==> config.mk <==
export PLATFORM = sky130hd
export DESIGN_NAME = fv_stream_collector_flat
export DESIGN_NICKNAME = d
export VERILOG_FILES = /design/src/rtl/fv_stream_collector_if.sv /design/src/rtl/fv_stream_collector.sv /design/src/flat_wrapper.sv
export SDC_FILE = /design/constraint.sdc
export NUM_CORES = 1
export LEC_CHECK = 0
export ABC_AREA = 0
export BUFFER_PORTS_ARGS = -buffer_cell sky130_fd_sc_hd__buf_2
export CAP_MARGIN = 30
export CORE_MARGIN = 2
export CORE_UTILIZATION = 65
export CTS_BUF_LIST = sky130_fd_sc_hd__clkbuf_4 sky130_fd_sc_hd__clkbuf_8
export CTS_CLUSTER_DIAMETER = 200
export CTS_CLUSTER_SIZE = 20
export DETAILED_ROUTE_END_ITERATION = 10
export PLACE_DENSITY = 0.85
export SLEW_MARGIN = 30
export SYNTH_ARGS = -nofsm -noshare
export SYNTH_HDL_FRONTEND = slang
export SYNTH_SLANG_ARGS = --single-unit
==> constraint.sdc <==
create_clock -name clk -period 14.2 [get_ports clk]
set_input_delay 2.84 -clock clk [delete_from_list [all_inputs] [get_ports clk]]
set_output_delay 2.84 -clock clk [all_outputs]
set_load 0.05 [all_outputs]
==> src/rtl/fv_stream_collector_if.sv <==
// Lane-side word inputs and merged output stream of fv_stream_collector.
// The master modport is the collector's view; slave is the environment's view.
interface fv_stream_collector_if #(
    parameter int NUM_BANKS = 4,
    parameter int DATA_W    = 64,
    parameter int IDX_W     = 8
);
    localparam int BW = (NUM_BANKS > 1) ? $clog2(NUM_BANKS) : 1;

    logic [NUM_BANKS-1:0]        lane_valid;
    logic [NUM_BANKS*DATA_W-1:0] lane_data;
    logic [NUM_BANKS*IDX_W-1:0]  lane_idx;
    logic                        out_valid;
    logic                        out_ready;
    logic [DATA_W-1:0]           out_data;
    logic [IDX_W-1:0]            out_idx;
    logic [BW-1:0]               out_bank;

    modport master (
        input  lane_valid, lane_data, lane_idx, out_ready,
        output out_valid, out_data, out_idx, out_bank
    );

    modport slave (
        output lane_valid, lane_data, lane_idx, out_ready,
        input  out_valid, out_data, out_idx, out_bank
    );
endinterface

==> src/rtl/fv_stream_collector.sv <==
// Collects per-bank FV words into lane FIFOs and round-robin merges them into one stream.
// Optional FV_COLLECT_STATS_EN adds stall_cnt/drop_cnt statistics outputs.
module fv_stream_collector #(
    parameter int NUM_BANKS = 4,
    parameter int DATA_W    = 64,
    parameter int IDX_W     = 8,
    parameter int DEPTH     = 4,
    parameter int MAX_FV    = 256,
    localparam int CW       = $clog2(MAX_FV) + 1
) (
    input  logic                   clk,
    input  logic                   reset,
    input  logic                   stream_begin,
    input  logic [CW-1:0]          FV_num,
    fv_stream_collector_if.master  bus,
    output logic                   busy,
    output logic                   done,
    output logic                   overflow
`ifdef FV_COLLECT_STATS_EN
    ,
    output logic [31:0]            stall_cnt,
    output logic [CW-1:0]          drop_cnt
`endif
);
    localparam int AW  = $clog2(DEPTH);
    localparam int BW  = (NUM_BANKS > 1) ? $clog2(NUM_BANKS) : 1;
    localparam int PCW = $clog2(NUM_BANKS + 1);

    typedef enum logic [1:0] {IDLE, COLLECT, DRAIN, DONE} state_t;
    state_t state;

    logic [DATA_W-1:0] fifo_data [NUM_BANKS][DEPTH];
    logic [IDX_W-1:0]  fifo_idx  [NUM_BANKS][DEPTH];
    logic [AW:0]       wr_ptr    [NUM_BANKS];
    logic [AW:0]       rd_ptr    [NUM_BANKS];
    logic [AW:0]       occ       [NUM_BANKS];

    logic [BW-1:0]        rr_ptr, grant, hold_lane, scan_lane;
    logic                 hold_valid, found, handshake, collecting, drain_empty;
    logic [CW-1:0]        rx_cnt, fv_num_q;
    logic [CW:0]          rx_sum;
    logic [PCW-1:0]       lane_cnt;
    logic [NUM_BANKS-1:0] nonempty, full, last_word, pop, push_req, push, drop;
`ifdef FV_COLLECT_STATS_EN
    logic [PCW-1:0]       drop_pop;
    logic [CW:0]          drop_sum;
`endif

    // A stalled grant is latched so a late push to a higher-priority lane cannot change out_*.
    always_comb begin
        found     = 1'b0;
        grant     = rr_ptr;
        scan_lane = rr_ptr;
        for (int i = 0; i < NUM_BANKS; i++) begin
            occ[i]       = wr_ptr[i] - rd_ptr[i];
            nonempty[i]  = (wr_ptr[i] != rd_ptr[i]);
            full[i]      = (wr_ptr[i][AW] != rd_ptr[i][AW]) &&
                           (wr_ptr[i][AW-1:0] == rd_ptr[i][AW-1:0]);
            last_word[i] = (occ[i] == (AW+1)'(1));
        end
        if (hold_valid) begin
            grant = hold_lane;
            found = 1'b1;
        end else begin
            for (int k = 0; k < NUM_BANKS; k++) begin
                scan_lane = BW'((int'(rr_ptr) + k) % NUM_BANKS);
                if (!found && nonempty[scan_lane]) begin
                    grant = scan_lane;
                    found = 1'b1;
                end
            end
        end
    end

    assign bus.out_valid = |nonempty;
    assign bus.out_data  = fifo_data[grant][rd_ptr[grant][AW-1:0]];
    assign bus.out_idx   = fifo_idx[grant][rd_ptr[grant][AW-1:0]];
    assign bus.out_bank  = grant;
    assign handshake     = bus.out_valid && bus.out_ready;
    assign collecting    = (state == COLLECT) && !stream_begin;

    // Full FIFOs still accept a word when the same lane pops this cycle.
    always_comb begin
        lane_cnt = '0;
`ifdef FV_COLLECT_STATS_EN
        drop_pop = '0;
`endif
        for (int i = 0; i < NUM_BANKS; i++) begin
            pop[i]      = handshake && (grant == BW'(i));
            push_req[i] = collecting && bus.lane_valid[i];
            push[i]     = push_req[i] && (!full[i] || pop[i]);
            drop[i]     = push_req[i] && full[i] && !pop[i];
            lane_cnt    = lane_cnt + PCW'(push_req[i]);
`ifdef FV_COLLECT_STATS_EN
            drop_pop    = drop_pop + PCW'(drop[i]);
`endif
        end
        rx_sum      = {1'b0, rx_cnt} + (CW+1)'(lane_cnt);
        drain_empty = &(~nonempty | (last_word & pop));
`ifdef FV_COLLECT_STATS_EN
        drop_sum    = {1'b0, drop_cnt} + (CW+1)'(drop_pop);
`endif
    end

    // stream_begin is applied last so it overrides every other update, in any state.
    always_ff @(posedge clk) begin
        if (reset) begin
            state      <= IDLE;
            busy       <= 1'b0;
            done       <= 1'b0;
            overflow   <= 1'b0;
            rr_ptr     <= '0;
            rx_cnt     <= '0;
            fv_num_q   <= '0;
            hold_valid <= 1'b0;
            hold_lane  <= '0;
            for (int i = 0; i < NUM_BANKS; i++) begin
                wr_ptr[i] <= '0;
                rd_ptr[i] <= '0;
            end
`ifdef FV_COLLECT_STATS_EN
            stall_cnt  <= '0;
            drop_cnt   <= '0;
`endif
        end else begin
            for (int i = 0; i < NUM_BANKS; i++) begin
                if (push[i]) begin
                    fifo_data[i][wr_ptr[i][AW-1:0]] <= bus.lane_data[i*DATA_W +: DATA_W];
                    fifo_idx[i][wr_ptr[i][AW-1:0]]  <= bus.lane_idx[i*IDX_W +: IDX_W];
                    wr_ptr[i] <= wr_ptr[i] + 1'b1;
                end
                if (pop[i]) begin
                    rd_ptr[i] <= rd_ptr[i] + 1'b1;
                end
            end
            if (handshake) begin
                rr_ptr <= (int'(grant) == NUM_BANKS - 1) ? '0 : grant + 1'b1;
            end
            hold_valid <= bus.out_valid && !bus.out_ready;
            hold_lane  <= grant;
            done       <= 1'b0;
            if (|drop) begin
                overflow <= 1'b1;
            end
`ifdef FV_COLLECT_STATS_EN
            if (bus.out_valid && !bus.out_ready && (stall_cnt != '1)) begin
                stall_cnt <= stall_cnt + 1'b1;
            end
            drop_cnt <= drop_sum[CW] ? '1 : drop_sum[CW-1:0];
`endif
            case (state)
                COLLECT: begin
                    rx_cnt <= (rx_sum > (CW+1)'(MAX_FV)) ? CW'(MAX_FV) : rx_sum[CW-1:0];
                    if (rx_sum >= {1'b0, fv_num_q}) begin
                        state <= DRAIN;
                    end
                end
                DRAIN: begin
                    if (drain_empty) begin
                        state <= DONE;
                        done  <= 1'b1;
                    end
                end
                DONE: begin
                    state <= IDLE;
                    busy  <= 1'b0;
                end
                default: ;
            endcase
            if (stream_begin) begin
                state      <= COLLECT;
                busy       <= 1'b1;
                done       <= 1'b0;
                overflow   <= 1'b0;
                rx_cnt     <= '0;
                fv_num_q   <= FV_num;
                hold_valid <= 1'b0;
                for (int i = 0; i < NUM_BANKS; i++) begin
                    wr_ptr[i] <= '0;
                    rd_ptr[i] <= '0;
                end
`ifdef FV_COLLECT_STATS_EN
                stall_cnt  <= '0;
                drop_cnt   <= '0;
`endif
            end
        end
    end
endmodule

==> src/flat_wrapper.sv <==
// flat-port wrapper written by rule: the top's interface ports become plain ports
module fv_stream_collector_flat 
#(
    parameter int NUM_BANKS = 4,
    parameter int DATA_W    = 64,
    parameter int IDX_W     = 8,
    parameter int DEPTH     = 4,
    parameter int MAX_FV    = 256,
    localparam int CW       = $clog2(MAX_FV) + 1
)
  (clk, reset, stream_begin, FV_num, busy, done, overflow, bus_lane_valid, bus_lane_data, bus_lane_idx, bus_out_ready, bus_out_valid, bus_out_data, bus_out_idx, bus_out_bank);
  fv_stream_collector_if #(.NUM_BANKS(NUM_BANKS), .DATA_W(DATA_W), .IDX_W(IDX_W)) bus_i ();
  input  logic clk;
  input  logic reset;
  input  logic stream_begin;
  input  logic [CW-1:0] FV_num;
  output logic busy;
  output logic done;
  output logic overflow;
  input wire logic [$bits(bus_i.lane_valid)-1:0] bus_lane_valid;
  input wire logic [$bits(bus_i.lane_data)-1:0] bus_lane_data;
  input wire logic [$bits(bus_i.lane_idx)-1:0] bus_lane_idx;
  input wire logic [$bits(bus_i.out_ready)-1:0] bus_out_ready;
  output wire logic [$bits(bus_i.out_valid)-1:0] bus_out_valid;
  output wire logic [$bits(bus_i.out_data)-1:0] bus_out_data;
  output wire logic [$bits(bus_i.out_idx)-1:0] bus_out_idx;
  output wire logic [$bits(bus_i.out_bank)-1:0] bus_out_bank;
  assign bus_i.lane_valid = bus_lane_valid;
  assign bus_i.lane_data = bus_lane_data;
  assign bus_i.lane_idx = bus_lane_idx;
  assign bus_i.out_ready = bus_out_ready;
  assign bus_out_valid = bus_i.out_valid;
  assign bus_out_data = bus_i.out_data;
  assign bus_out_idx = bus_i.out_idx;
  assign bus_out_bank = bus_i.out_bank;
  fv_stream_collector #(.NUM_BANKS(NUM_BANKS), .DATA_W(DATA_W), .IDX_W(IDX_W), .DEPTH(DEPTH), .MAX_FV(MAX_FV)) u_core (.clk(clk), .reset(reset), .stream_begin(stream_begin), .FV_num(FV_num), .bus(bus_i), .busy(busy), .done(done), .overflow(overflow));
endmodule
==> impl_metrics.xml, run 1 <==
<?xml version="1.0" encoding="UTF-8"?>
<metrics>
  <group name="run_status">
    <metric name="outcome" unit="">complete, no violations</metric>
  </group>
  <group name="logic_synthesis">
    <metric name="syn_area_per_cell" unit="µm²">18.2</metric>
    <metric name="synthesis.area" unit="µm²">48200</metric>
    <metric name="seq_area_frac_synth" unit="">0.741</metric>
    <metric name="synth_cell_type_count" unit="">55</metric>
    <metric name="synth_top_area_share" unit="">0.725</metric>
    <metric name="post_synthesis_instance_total" unit="">2646</metric>
    <metric name="postSynth.asyncResetShare" unit="">0</metric>
    <metric name="synth_enable_flop_cells" unit="">1164</metric>
    <metric name="postSynthRegisterBits" unit="">1204</metric>
    <metric name="post-synth-top-area-cell" unit="">edfxtp_1</metric>
    <metric name="ys_top_cells_by_area" unit="">edfxtp_1, mux2_2, mux2i_1, a2bb2oi_1, a22oi_1</metric>
    <metric name="yosys_most_used_dff" unit="">edfxtp_1</metric>
    <metric name="syn_nets" unit="">3007</metric>
    <metric name="synth-warning-count" unit="">0</metric>
  </group>
  <group name="timing">
    <metric name="worst_slack" unit="ns">5.13</metric>
    <metric name="fmax" unit="MHz">110</metric>
    <metric name="timing.max_slew.rel_slack" unit="">0.322</metric>
    <metric name="post-route-period-util" unit="">0.638</metric>
    <metric name="fin_skew" unit="ns">0.0470</metric>
    <metric name="rsz0062_at_grt" unit="">no</metric>
    <metric name="max_slew.worst_pin.slew" unit="ns">1.02</metric>
    <metric name="final.setup.tns" unit="ns">0</metric>
    <metric name="final_period_minus_worst_setup_slack" unit="ns">9.07</metric>
    <metric name="timing.final.setup_violations" unit="">0</metric>
    <metric name="hold_violations" unit="">0</metric>
    <metric name="slew_viol_final" unit="">0</metric>
  </group>
  <group name="pwr">
    <metric name="peakVddDrop" unit="mV">0.218</metric>
    <metric name="fin_total_pwr" unit="mW">8.91</metric>
    <metric name="pwr_density_cell" unit="nW/µm²">170</metric>
    <metric name="leakagePower" unit="nW">17.2</metric>
  </group>
  <group name="routing">
    <metric name="dr_total_vias" unit="">26600</metric>
    <metric name="routed_wire_length_per_instance" unit="µm">29.6</metric>
    <metric name="drc" unit="">0</metric>
    <metric name="drt_wl_total" unit="µm">119000</metric>
    <metric name="detail_route.vias_per_cell" unit="">6.61</metric>
    <metric name="drtAntennaViolNets" unit="">0</metric>
    <metric name="drtIter0Drc" unit="">2981</metric>
    <metric name="drt_pre_antenna_iters" unit="">6</metric>
  </group>
  <group name="global_routing">
    <metric name="first_global_vias" unit="">27500</metric>
    <metric name="antenna_found_initial" unit="">68</metric>
    <metric name="track_usage" unit="">0.308</metric>
    <metric name="pin_count_of_the_biggest_net_entering_global_routing" unit="">181</metric>
    <metric name="grt_pass1_wl" unit="µm">172000</metric>
    <metric name="gr-total-overflow" unit="">0</metric>
  </group>
  <group name="floorplan">
    <metric name="std_cell_rows" unit="">99</metric>
    <metric name="dieArea" unit="µm²">76400</metric>
    <metric name="die-width" unit="µm">276</metric>
    <metric name="ios" unit="">383</metric>
    <metric name="fp.dieH" unit="µm">276</metric>
    <metric name="design.core.area" unit="µm²">73200</metric>
    <metric name="initial_core_util" unit="">0.659</metric>
  </group>
  <group name="critical_path">
    <metric name="rr_worst_depth" unit="">23</metric>
    <metric name="critPathLaunchType" unit="">flip-flop</metric>
    <metric name="cp.required" unit="ns">11.36</metric>
    <metric name="critPathArrivalTime" unit="ns">6.23</metric>
    <metric name="setup.reg_to_reg.worst_slack" unit="ns">8.86</metric>
    <metric name="regToRegEndpoint" unit="">u_core.state[0]</metric>
    <metric name="critPathMaxFanout" unit="">108</metric>
    <metric name="crit-reg2reg-launch" unit="">u_core.state[0]</metric>
    <metric name="critical_path_class" unit="">flip-flop to output port</metric>
    <metric name="endpoint_kind" unit="">output port</metric>
  </group>
  <group name="clock_network">
    <metric name="hold_buffers" unit="">0</metric>
    <metric name="ctsLongestPathBuffers" unit="">3</metric>
    <metric name="cts_repair_resize_count" unit="">0</metric>
    <metric name="root_buffer" unit="">clkbuf_8</metric>
    <metric name="cts.clk_slew.worst_paths" unit="ns">0.13</metric>
    <metric name="post-cts-setup-buffer-count" unit="">0</metric>
    <metric name="tritoncts" unit="">built</metric>
    <metric name="clock_sink_count" unit="">1204</metric>
    <metric name="insertion_delay" unit="ns">0.72</metric>
    <metric name="number_of_h_tree_levels" unit="">3</metric>
    <metric name="tritoncts.num_buffers" unit="">70</metric>
  </group>
  <group name="layout">
    <metric name="finalNetCount" unit="">3361</metric>
    <metric name="multi_input_comb_area" unit="µm²">11700</metric>
    <metric name="number_of_filler_cells_placed_in_the_layout" unit="">4371</metric>
    <metric name="syn2layout_area_growth" unit="%">8.48</metric>
    <metric name="post_route_cells_drive_above_1_share" unit="">0.298</metric>
    <metric name="seqCellArea" unit="µm²">35800</metric>
  </group>
  <group name="place">
    <metric name="dp.final_hpwl" unit="µm">70400</metric>
    <metric name="io_buffers" unit="">382</metric>
    <metric name="place_worst_setup_slack" unit="ns">6.11</metric>
    <metric name="gp_routability_congestion" unit="">0.847</metric>
  </group>
  <group name="hold_path">
    <metric name="worstHoldStart" unit="">u_core.fv_num_q[7]</metric>
    <metric name="hold_depth" unit="">2</metric>
    <metric name="min-delay-path-class" unit="">flip-flop to flip-flop</metric>
    <metric name="hold_path_endpoint" unit="">u_core.fv_num_q[7]</metric>
  </group>
  <group name="run">
    <metric name="max_capacitance_violation_count" unit="">0</metric>
  </group>
</metrics>
-- power breakdown --
part	leakage, nW	internal [mW]	switching [mW]	total (mW)
Combinational	5.81	1.12	2.34	3.46
Sequential	10.8	3.92	0.0212	3.94
Clock	0.592	0.505	1.00	1.51
Total	17.2	5.55	3.36	8.91
-- synth_stat cells (34+ instances only) --
cell       instances
nand2_1           34
clkbuf_1          63
mux2i_1          159
mux2_2           329
ha_1              50
dfxtp_1           40
nand4_1           74
mux2_1            73
a22oi_1          145
nor2_1            55
edfxtp_1        1164
inv_1             39
a2bb2oi_1        144
buf_2             43
-- how the worst max path moves through the flow --
stage	startpoint	end	slack, ns	depth (start not counted)
floorplan	stream_begin	u_core.state[0]	7.59	21
global placement	u_core.rd_ptr[0][1]	bus_out_data[47]	6.19	14
detailed placement	u_core.wr_ptr[0][0]	bus_out_data[47]	6.11	14
CTS	u_core.wr_ptr[0][0]	bus_out_data[47]	5.32	14
global route	u_core.rd_ptr[0][1]	bus_out_data[47]	4.82	15
finish	u_core.wr_ptr[0][0]	bus_out_data[47]	5.13	15
-- cells by family after synthesis --
logic type	count (synthesis)	synth area share
AOI/OAI and AO/OA	351	0.0575
xor gates and xnor gates	31	0.00594
adders and majority gates	56	0.0155
buffers and inverters	177	0.0178
DFF	1204	0.741
muxes	591	0.136
and+or+nand+nor	236	0.0258
-- per-stage QoR --
| stage | hold WS (ns) | instances | utilization | cell area [µm²] |
|---|---|---|---|---|
| floorplan | 0.457 | 2646 | - | 48200 |
| global placement | 0.467 | 3885 | 0.697 | 51000 |
| detailed placement | 0.483 | 3885 | 0.697 | 51000 |
| CTS | 0.516 | 3973 | 0.712 | 52200 |
| global route | 0.548 | 4011 | 0.714 | 52300 |
| finish | 0.511 | 4021 | 0.715 | 52300 |
-- flip-flops by register name, indices dropped and copies added, names as in the netlist, 2 cells and up --
signal	count
u_core.fv_num_q	9
u_core.state	2
u_core.rx_cnt	9
u_core.rr_ptr	2
u_core.fifo_data	1024
u_core.wr_ptr	12
u_core.rd_ptr	12
u_core.hold_lane	2
u_core.fifo_idx	128
-- per-layer routing --
metal | GRT usage | routed length [µm] | up-vias
met4 | 0.145 | 4330 | 48
met2 | 0.507 | 58800 | 1554
met3 | 0.0715 | 12400 | 273
met5 | 0 | 297 | -
li1 | - | - | 11300
met1 | 0.392 | 43200 | 13400
-- layout by cell type (no fill, tap or decap), types with 13 or more instances in the layout --
cell and count:
mux2_1 73, edfxtp_1 1164, mux2_4 30, mux2i_1 158
dfxtp_1 40, clkbuf_8 73, a21oi_1 13, inv_1 39
xnor2_1 17, ha_1 50, a2bb2oi_1 144, buf_4 32
diode_2 46, and2_4 16, nor3_1 13, nand4_1 74
buf_2 382, mux2_2 329, a22oi_1 145, nor2_1 55
nand2_1 34
-- worst max-delay path, stage by stage, from the launching register on --
cell and delay [ns]:
dfxtp_1 0.42, inv_1 0.11, ha_1 0.30, nand2_1 0.17, nor4_4 0.37, o31ai_1 0.11
a221oi_1 0.32, a21o_1 0.39, mux2i_4 0.38, buf_12 0.42, buf_16 0.43, buf_4 0.79
mux2_1 0.40, a22oi_1 0.19, nand4_1 0.16, buf_2 0.25
-- layout make-up --
class,count,area share
Sequential cell,1204,0.683
Antenna cell,46,0.00220
Inverter,40,0.00287
Timing Repair Buffer,419,0.0432
Clock buffer,84,0.0208
Clock inverter,4,0.000789
Multi-Input combinational cell,1265,0.224
Tap cell,959,0.0229
Note: power is estimated with default switching activity, not from simulation.
==> run 2, diff against run 1 <==
--- a/config.mk
+++ b/config.mk
@@ -9,12 +9,12 @@
 export BUFFER_PORTS_ARGS = -buffer_cell sky130_fd_sc_hd__buf_2
 export CAP_MARGIN = 30
 export CORE_MARGIN = 2
-export CORE_UTILIZATION = 65
+export CORE_UTILIZATION = 62
 export CTS_BUF_LIST = sky130_fd_sc_hd__clkbuf_4 sky130_fd_sc_hd__clkbuf_8
 export CTS_CLUSTER_DIAMETER = 200
 export CTS_CLUSTER_SIZE = 20
 export DETAILED_ROUTE_END_ITERATION = 10
-export PLACE_DENSITY = 0.85
+export PLACE_DENSITY = 0.82
 export SLEW_MARGIN = 30
 export SYNTH_ARGS = -nofsm -noshare
 export SYNTH_HDL_FRONTEND = slang
==> constraint.sdc (replaced) <==
create_clock -name clk -period 9.15 [get_ports clk]
set_input_delay 1.83 -clock clk [delete_from_list [all_inputs] [get_ports clk]]
set_output_delay 1.83 -clock clk [all_outputs]
set_load 0.05 [all_outputs]
==> impl_metrics.xml, run 2 (synthesis gave the netlist of run 1 again) <==
<?xml version="1.0" encoding="UTF-8"?>
<metrics>
  <group name="run_status">
    <metric name="outcome" unit="">complete, no violations</metric>
  </group>
  <group name="floorplan">
    <metric name="initial_core_util" unit="">0.625</metric>
    <metric name="dieArea" unit="µm²">80000</metric>
    <metric name="die-width" unit="µm">283</metric>
    <metric name="design.core.area" unit="µm²">77200</metric>
    <metric name="fp.dieH" unit="µm">283</metric>
    <metric name="ios" unit="">383</metric>
    <metric name="std_cell_rows" unit="">102</metric>
  </group>
  <group name="pwr">
    <metric name="leakagePower" unit="nW">17.2</metric>
    <metric name="pwr_density_cell" unit="nW/µm²">263</metric>
    <metric name="peakVddDrop" unit="mV">0.318</metric>
  </group>
  <group name="place">
    <metric name="dpl.cell_count" unit="">3973</metric>
    <metric name="io_buffers" unit="">382</metric>
    <metric name="gp_routability_congestion" unit="">0.882</metric>
    <metric name="dp.final_hpwl" unit="µm">71600</metric>
    <metric name="place_worst_setup_slack" unit="ns">2.45</metric>
  </group>
  <group name="clock_network">
    <metric name="cts_repair_resize_count" unit="">0</metric>
    <metric name="tritoncts" unit="">built</metric>
    <metric name="ctsLongestPathBuffers" unit="">3</metric>
    <metric name="cts.clk_slew.worst_paths" unit="ns">0.13</metric>
    <metric name="clock_sink_count" unit="">1204</metric>
    <metric name="hold_buffers" unit="">0</metric>
    <metric name="tritoncts.num_buffers" unit="">70</metric>
    <metric name="root_buffer" unit="">clkbuf_8</metric>
    <metric name="post-cts-setup-buffer-count" unit="">0</metric>
    <metric name="insertion_delay" unit="ns">0.72</metric>
    <metric name="number_of_h_tree_levels" unit="">3</metric>
  </group>
  <group name="timing">
    <metric name="final_period_minus_worst_setup_slack" unit="ns">7.50</metric>
    <metric name="final.setup.tns" unit="ns">0</metric>
    <metric name="rsz0062_at_grt" unit="">no</metric>
    <metric name="post-route-period-util" unit="">0.819</metric>
    <metric name="max_slew.worst_pin.slew" unit="ns">0.981</metric>
    <metric name="timing.max_slew.rel_slack" unit="">0.346</metric>
    <metric name="timing.final.setup_violations" unit="">0</metric>
    <metric name="worst_hold_slack" unit="ns">0.512</metric>
    <metric name="fin_skew" unit="ns">0.0495</metric>
    <metric name="hold_violations" unit="">0</metric>
    <metric name="slew_viol_final" unit="">0</metric>
    <metric name="worst_slack" unit="ns">1.65</metric>
    <metric name="fmax" unit="MHz">133</metric>
  </group>
  <group name="layout">
    <metric name="post_route_cells_drive_above_1_share" unit="">0.299</metric>
    <metric name="syn2layout_area_growth" unit="%">8.69</metric>
    <metric name="finalNetCount" unit="">3366</metric>
    <metric name="largest_register_ff_count" unit="">1024</metric>
    <metric name="final_common_cell" unit="">edfxtp_1</metric>
    <metric name="most-common-layout-cells" unit="">edfxtp_1, buf_2, mux2_2</metric>
    <metric name="postLayoutCoreUtil" unit="">0.679</metric>
    <metric name="finish.cell_count_without_fillers" unit="">4088</metric>
  </group>
  <group name="critical_path">
    <metric name="critPathArrivalTime" unit="ns">5.67</metric>
    <metric name="critical_path_class" unit="">flip-flop to output port</metric>
    <metric name="endpoint_kind" unit="">output port</metric>
    <metric name="critPathMaxFanout" unit="">52</metric>
    <metric name="critPathLaunchType" unit="">flip-flop</metric>
    <metric name="cp.required" unit="ns">7.32</metric>
  </group>
  <group name="routing">
    <metric name="drt_wl_total" unit="µm">119000</metric>
    <metric name="drt_pre_antenna_iters" unit="">5</metric>
    <metric name="routed_wire_length_per_instance" unit="µm">29.1</metric>
    <metric name="dr_total_vias" unit="">26300</metric>
    <metric name="drtAntennaViolNets" unit="">0</metric>
    <metric name="detail_route.vias_per_cell" unit="">6.44</metric>
    <metric name="drtIter0Drc" unit="">3135</metric>
    <metric name="drc" unit="">0</metric>
  </group>
  <group name="run">
    <metric name="max_capacitance_violation_count" unit="">0</metric>
  </group>
  <group name="global_routing">
    <metric name="track_usage" unit="">0.294</metric>
    <metric name="pin_count_of_the_biggest_net_entering_global_routing" unit="">124</metric>
    <metric name="antenna_found_initial" unit="">60</metric>
    <metric name="grt_pass1_wl" unit="µm">173000</metric>
    <metric name="first_global_vias" unit="">27100</metric>
    <metric name="gr-total-overflow" unit="">0</metric>
  </group>
  <group name="hold_path">
    <metric name="min-delay-path-class" unit="">flip-flop to flip-flop</metric>
  </group>
</metrics>
-- run 2: cell types whose count changed in the layout (fill, tap and decap cells not counted), sizes merged --
| cell | before | now |
|---|---|---|
| diode | 46 | 27 |
| buf | 419 | 424 |
| clkinvlp | 1 | 5 |
| clkbuf | 84 | 82 |
| inv | 43 | 41 |
-- run 2: area by class of cell --
class,instances,area [µm²]
multi-input combinational,1265,11700
sequential,1204,35800
inverter,40,150
fill,4897,24800
antenna,27,67.6
clock inverter,6,53.8
timing repair buffer,424,2320
clock buffer,82,1060
tap,1040,1300
-- run 2: report_power, final --
part	total [mW]	internal [mW]	switching [mW]
Clock	2.33	0.767	1.56
Combinational	5.37	1.74	3.63
Sequential	6.12	6.09	0.0320
Total	13.8	8.59	5.22
-- run 2: final timing paths --
kind	cells after the start	slack (ns)	startpoint	endpoint
max	14	1.65	u_core.wr_ptr[0][0]	bus_out_idx[1]
min	2	0.51	u_core.fv_num_q[1]	u_core.fv_num_q[1]
max reg2reg	21	3.80	u_core.state[0]	u_core.state[0]
min reg2reg	2	0.51	u_core.fv_num_q[1]	u_core.fv_num_q[1]
-- run 2: worst max-delay path, cell delays in order, from the launching register on --
cell and delay (ns):
dfxtp_1 0.44, inv_1 0.11, ha_1 0.32, nand2_1 0.17
nor4_4 0.38, o31ai_1 0.10, a221oi_1 0.30, a21o_1 0.38
mux2i_4 0.77, buf_12 0.37, buf_4 0.55, mux2_2 0.40
a22oi_1 0.18, nand4_1 0.16, buf_2 0.25
-- run 2: stage by stage --
step	total power, mW	cell area, µm²
2_1_floorplan	10.2	48200
3_3_place_gp	11.5	51200
3_5_place_dp	11.5	51300
4_1_cts	13.8	52400
5_1_grt	14.2	52400
6_report	13.8	52400
-- run 2: layer usage --
metal,vias up,wire length [µm],global-route usage
li1,11200,-,-
met1,13400,44800,0.378
met5,-,367,0
met3,245,10900,0.0664
met2,1346,59100,0.493
met4,56,3720,0.108
